<file path="config.mk">
export PLATFORM = sky130hd
export DESIGN_NAME = ff_bank_counter
export DESIGN_NICKNAME = d
export VERILOG_FILES = /design/src/rtl/ff_bank_counter.sv
export SDC_FILE = /design/constraint.sdc
export NUM_CORES = 1
export LEC_CHECK = 0
export ABC_CLOCK_PERIOD_IN_PS = 1550
export CAP_MARGIN = 20
export CORE_MARGIN = 5
export CORE_UTILIZATION = 40
export DETAILED_ROUTE_END_ITERATION = 12
export PLACE_DENSITY_LB_ADDON = 0.25
export SLEW_MARGIN = 20
export SYNTH_ARGS = -nofsm -noshare
export SYNTH_HDL_FRONTEND = slang
export SYNTH_SLANG_ARGS = --single-unit
</file>
<file path="constraint.sdc">
create_clock -name CK -period 1.55 [get_ports CK]
set_clock_uncertainty 0.15 [all_clocks]
set_input_delay 0.31 -clock CK [delete_from_list [all_inputs] [get_ports CK]]
set_output_delay 0.31 -clock CK [all_outputs]
set_load 0.05 [all_outputs]
</file>
<file path="src/rtl/ff_bank_counter.sv">
// ============================================================================
// Module   : ff_bank_counter
// Brief    : WIDTH-bit bank usable as per-bit J-K/T flip-flops, a parallel-load
//            register, or a modulo-MODULUS up/down counter (wrap or saturate).
// Revision : 1.0 - initial release
// ============================================================================
`default_nettype none

module ff_bank_counter #(
  parameter int WIDTH    = 8,
  parameter int MODULUS  = 2**WIDTH,
  parameter bit SATURATE = 1'b0
) (
  input  logic             CK,
  input  logic             RESET,
  input  logic             EN,
  input  logic [2:0]       MODE,
  input  logic [WIDTH-1:0] J,
  input  logic [WIDTH-1:0] K,
  input  logic [WIDTH-1:0] D,
  output logic [WIDTH-1:0] Q,
  output logic [WIDTH-1:0] Q_,
  output logic             TC,
  output logic             EVT
);

  localparam logic [2:0]       c_MODE_JK   = 3'b000;
  localparam logic [2:0]       c_MODE_T    = 3'b001;
  localparam logic [2:0]       c_MODE_LOAD = 3'b010;
  localparam logic [2:0]       c_MODE_UP   = 3'b011;
  localparam logic [2:0]       c_MODE_DOWN = 3'b100;
  // Top count value; with MODULUS = 2**WIDTH this is all ones, so wrap is natural overflow.
  localparam logic [WIDTH-1:0] c_MAX       = WIDTH'(MODULUS - 1);
  localparam logic [WIDTH-1:0] c_ONE       = WIDTH'(1);

  logic [WIDTH-1:0] r_q;
  logic             r_evt;
  logic [WIDTH-1:0] w_q_next;
  logic             w_evt_next;
  logic             w_at_top;
  logic             w_at_zero;

  assign w_at_top  = (r_q >= c_MAX);
  assign w_at_zero = (r_q == '0);

  always_comb begin
    w_q_next   = r_q;
    w_evt_next = 1'b0;
    case (MODE)
      c_MODE_JK:   w_q_next = (J & ~r_q) | (~K & r_q);
      c_MODE_T:    w_q_next = r_q ^ J;
      c_MODE_LOAD: w_q_next = D;
      c_MODE_UP: begin
        if (w_at_top) begin
          w_evt_next = 1'b1;
          w_q_next   = SATURATE ? r_q : '0;
        end else begin
          w_q_next   = r_q + c_ONE;
        end
      end
      c_MODE_DOWN: begin
        if (w_at_zero) begin
          w_evt_next = 1'b1;
          w_q_next   = SATURATE ? r_q : c_MAX;
        end else if (r_q > c_MAX) begin
          // Out-of-range loaded values snap back into range without an event.
          w_q_next   = c_MAX;
        end else begin
          w_q_next   = r_q - c_ONE;
        end
      end
      default: begin
        w_q_next   = r_q;
        w_evt_next = 1'b0;
      end
    endcase
  end

  always_ff @(posedge CK) begin
    if (RESET) begin
      r_q   <= '0;
      r_evt <= 1'b0;
    end else if (EN) begin
      r_q   <= w_q_next;
      r_evt <= w_evt_next;
    end else begin
      r_evt <= 1'b0;
    end
  end

  assign Q   = r_q;
  assign Q_  = ~r_q;
  assign EVT = r_evt;
  assign TC  = ((MODE == c_MODE_UP) && w_at_top) || ((MODE == c_MODE_DOWN) && w_at_zero);

endmodule

`default_nettype wire

</file>
==> implementation parameters <==
Parameter                              Value

Power and ir drop
  Power per cell area ... 591 nW/µm²
  Design Power ... 1.58 mW
  Leakage power ... roughly 1.1 nW
  Maximum ir drop on the vdd rail ... between 300 and 400 µV

Critical path
  Worst path slowest cell ... dfxtp_4
  Crit path max fanout ... 3
  Critical Path Source Type ... register
  Critical Path, Cell by Cell ... buf_6 -> clkinvlp_4 -> ha_4 -> nor2b_4 -> nand4_1 -> o21ai_4 -> buf_12
  Worst reg2reg path startpoint ... Q[0]
  Number of buffer and inverter stages on the critical path ... 3
  Dominant delay contributor by cell family on the critical path ... flip-flops
  Internal reg-to-reg setup slack ... -0.39 ns
  Capturing element type of the critical path ... output port
  Worst EP required ... about 1.1 ns
  Reg2Reg Depth ... 10
  Kind of critical path ... reg2out
  Data arrival time at the worst-slack endpoint ... 1.67 ns
  Reg2Reg Capture Point ... Q[2]
  CP peak stage delay ... 0.37 ns

Global route
  Wire length of the first global-routing pass ... 9360 µm
  Global Route Usage Sum ... 28.2%
  Initial antenna violation count ... 0
  Remaining global-route overflow ... 0
  Via count of the first global-routing pass ... between 1500 and 2000
  Largest net degree at the start of global routing ... 16

Routing
  Drt wl/cell ... 20.5 µm
  Detailed Routing Iterations Pass 1 ... 5
  Post-route ant nets ... 0
  Via count of the routed design ... 2035
  Met3 wirelength from detailed routing ... roughly 500 µm
  Post-route met1 wirelength ... 2530 µm
  Number of vias per cell after detailed routing ... 6.28
  Met2 WL post-DR ... approximately 3300 µm
  Top Layer Used ... met4
  Detailed Route Iter0 Violations ... 307
  Drt total wl ... 6650 µm
  Residual DRC ... 0

CTS
  Clock network latency to the later pin of the worst-skew pair ... 0.29 ns
  Total clock sinks ... 9
  Clock-pin slew of the registers on the worst-case setup and hold paths ... around 0.08 ns
  TritonCTS clock tree ... built
  H-Tree Level Count ... 1
  Cts bufs inserted ... 3
  # hold bufs at CTS ... 0
  Largest buffer count on any clock path ... 2
  CTS root buffer ... clkbuf_4

Floorplan
  Die width ... 65.5 µm
  Die area ... about 4300 µm²
  Initial Util ... 41.0%
  Die outline height ... 65.5 µm
  Core Footprint ... 3000 µm²
  Site row count ... 20
  Count of pins on the block boundary ... 48

Run status
  Result of the run ... finished, violations left
  Violations in the final reports ... setup timing

STA
  Number of hold-slack violations in the final timing report ... 0
  Measured slew at the worst slew-check pin ... 0.353 ns
  Rel. slew slack ... 76.4%
  Time the final worst path needs with I/O delays and setup ... 2.13 ns
  Unrepaired setup endpoints after global routing ... true
  Post-route fraction of the period consumed by the critical path ... 137%
  Peak Freq ... 470 MHz
  Pins Over Slew Limit ... 0
  Setup violation total in the final timing report ... 14
  Min setup slack post-route ... -0.578 ns

Cells and area
  Multi-input gate area ... 1100 µm²
  Share of layout cells above drive strength 1 ... 45.4%
  # diodes ... 0
  Layout filler cell count ... 147
  Post-synthesis to final-layout area growth ... 117%
  Sequential cell area in the final layout ... 208 µm²
  Final-stage net count ... 325
  Count of non-filler cells in the finished layout ... 324

Logic synthesis
  Synthesis Warnings ... 0
  Main synth FF type ... dfxtp_1
  Leading cell types by count after synthesis ... 15 x a21oi_1, 13 x nand2_1, 13 x o21ai_0
  Fraction of registers with async set or reset after synthesis ... 0%
  EDFF count, synth ... 0
  Cell taking the most area after synthesis ... dfxtp_1
  Fraction of post-synthesis cell area in the top cell type by area ... 14.6%
  Gate Count Post-Synth ... 185
  Register area share after synthesis ... 14.6%
  Most common cell in the netlist ... a21oi_1
  Mapped cell area ... around 1200 µm²
  Post-synthesis cell type count ... 51
  Flip-flop and latch count after synthesis ... 9
  Cells taking the most area after synthesis ... dfxtp_1 15%, a21oi_1 6.1%, o21ai_0 5.3%, nand2b_1 4.6%, xnor2_1 4.3%
  Synth Area per Inst ... approximately 6.7 µm²
  Post-Synthesis Net Count ... approximately 220

Run
  Max-capacitance violation count ... 0

Placement
  Final weighted congestion of routability-driven global placement ... around 0.93
  Placed Instances ... 299
  Port Buf Inserts ... 47
  HPWL after detailed placement ... about 4200 µm

Hold path
  Path category of the worst min-delay check ... reg2reg
  Worst hold start ... Q[7]
  Destination of the worst hold path ... Q[7]
  Instance count along the most critical hold path ... 2
state kept, by name (all words and copies together) (netlist names):
signal	flops
Q	8
EVT	1
power by group:
group / leakage (nW) / switching [mW] / total [mW] / internal (mW)
Combinational: 1.03 / 0.526 / 1.07 / 0.541
Clock: 0.0150 / 0.127 / 0.228 / 0.100
Sequential: 0.0791 / 0.0355 / 0.285 / 0.250
Total: 1.12 / 0.689 / 1.58 / 0.891
per-layer routing:
metal / up-vias / track usage [%]
li1: 894 / -
met1: 976 / 35.3
met4: 0 / 13.0
met2: 132 / 47.3
met5: - / 0
met3: 33 / 4.44
metrics by stage:
step	utilization (%)	setup TNS [ns]	setup slack (ns)	area, µm²	hold slack, ns
after detailed placement	75.7	-6.60	-0.744	2270	0.447
after CTS	82.8	-2.69	-0.508	2490	0.448
final	89.0	-3.85	-0.578	2670	0.528
after global placement	75.7	-5.75	-0.641	2270	0.436
after floorplan	-	-4.63	-0.562	1310	0.322
after global routing	89.0	-4.67	-0.638	2670	0.541
tightest hold or removal path, cell delays in order, from the launching register on:
cell and delay [ns]:
dfxtp_4 0.41, o21ai_1 0.12, o211ai_1 0.11
worst max path at each step:
stage | startpoint | endpoint | slack (ns) | cells past startpoint
after detailed placement | MODE[0] | Q[1] | -0.74 | 6
after floorplan | Q[1] | TC | -0.56 | 6
final | Q[0] | TC | -0.58 | 7
after global placement | MODE[0] | Q[1] | -0.64 | 6
after CTS | Q[1] | TC | -0.51 | 7
after global routing | Q[0] | TC | -0.64 | 7
cells in the final DEF (no fill, tap or decap), drive strengths merged, types with 4 or more instances in the layout:
| cell type | netlist | layout |
|---|---|---|
| buf | 10 | 86 |
| clkdlybuf4s50 | 0 | 26 |
| o21ai | 19 | 19 |
| a21oi | 15 | 15 |
| nand2 | 13 | 13 |
| nor2 | 12 | 12 |
| inv | 13 | 11 |
| dfxtp | 9 | 9 |
| nand2b | 9 | 9 |
| nor3 | 9 | 9 |
| xnor2 | 6 | 6 |
| nand3 | 6 | 6 |
| clkbuf | 4 | 5 |
| nand4 | 4 | 4 |
| o211ai | 4 | 4 |
| a41oi | 4 | 4 |
| nor2b | 4 | 4 |
| o31ai | 4 | 4 |
layout make-up:
type	count	area share (%)
Sequential cell	9	7.78
Tap cell	33	1.55
Inverter	14	2.48
Multi-Input combinational cell	148	41.3
Timing Repair Buffer	116	45.9
Clock buffer	4	0.984
timing repair:
item                       CTS  global route
buffers inserted             8            13
setup endpoints to repair   15            19
gates cloned                 0             1
gates resized for setup     34            16
pin swaps                   11             8
hold endpoints to repair     0             0
cell families (layout without fill, tap and decap cells):
group | after synthesis | after routing | synth area share (%)
simple gates | 70 | 70 | 31.1
compound gates | 67 | 67 | 35.9
buf+inv | 28 | 134 | 9.65
flops | 9 | 9 | 14.6
xor+xnor | 8 | 8 | 5.69
fa+ha+maj | 3 | 3 | 3.05
Note: power is estimated with default switching activity, not from simulation.
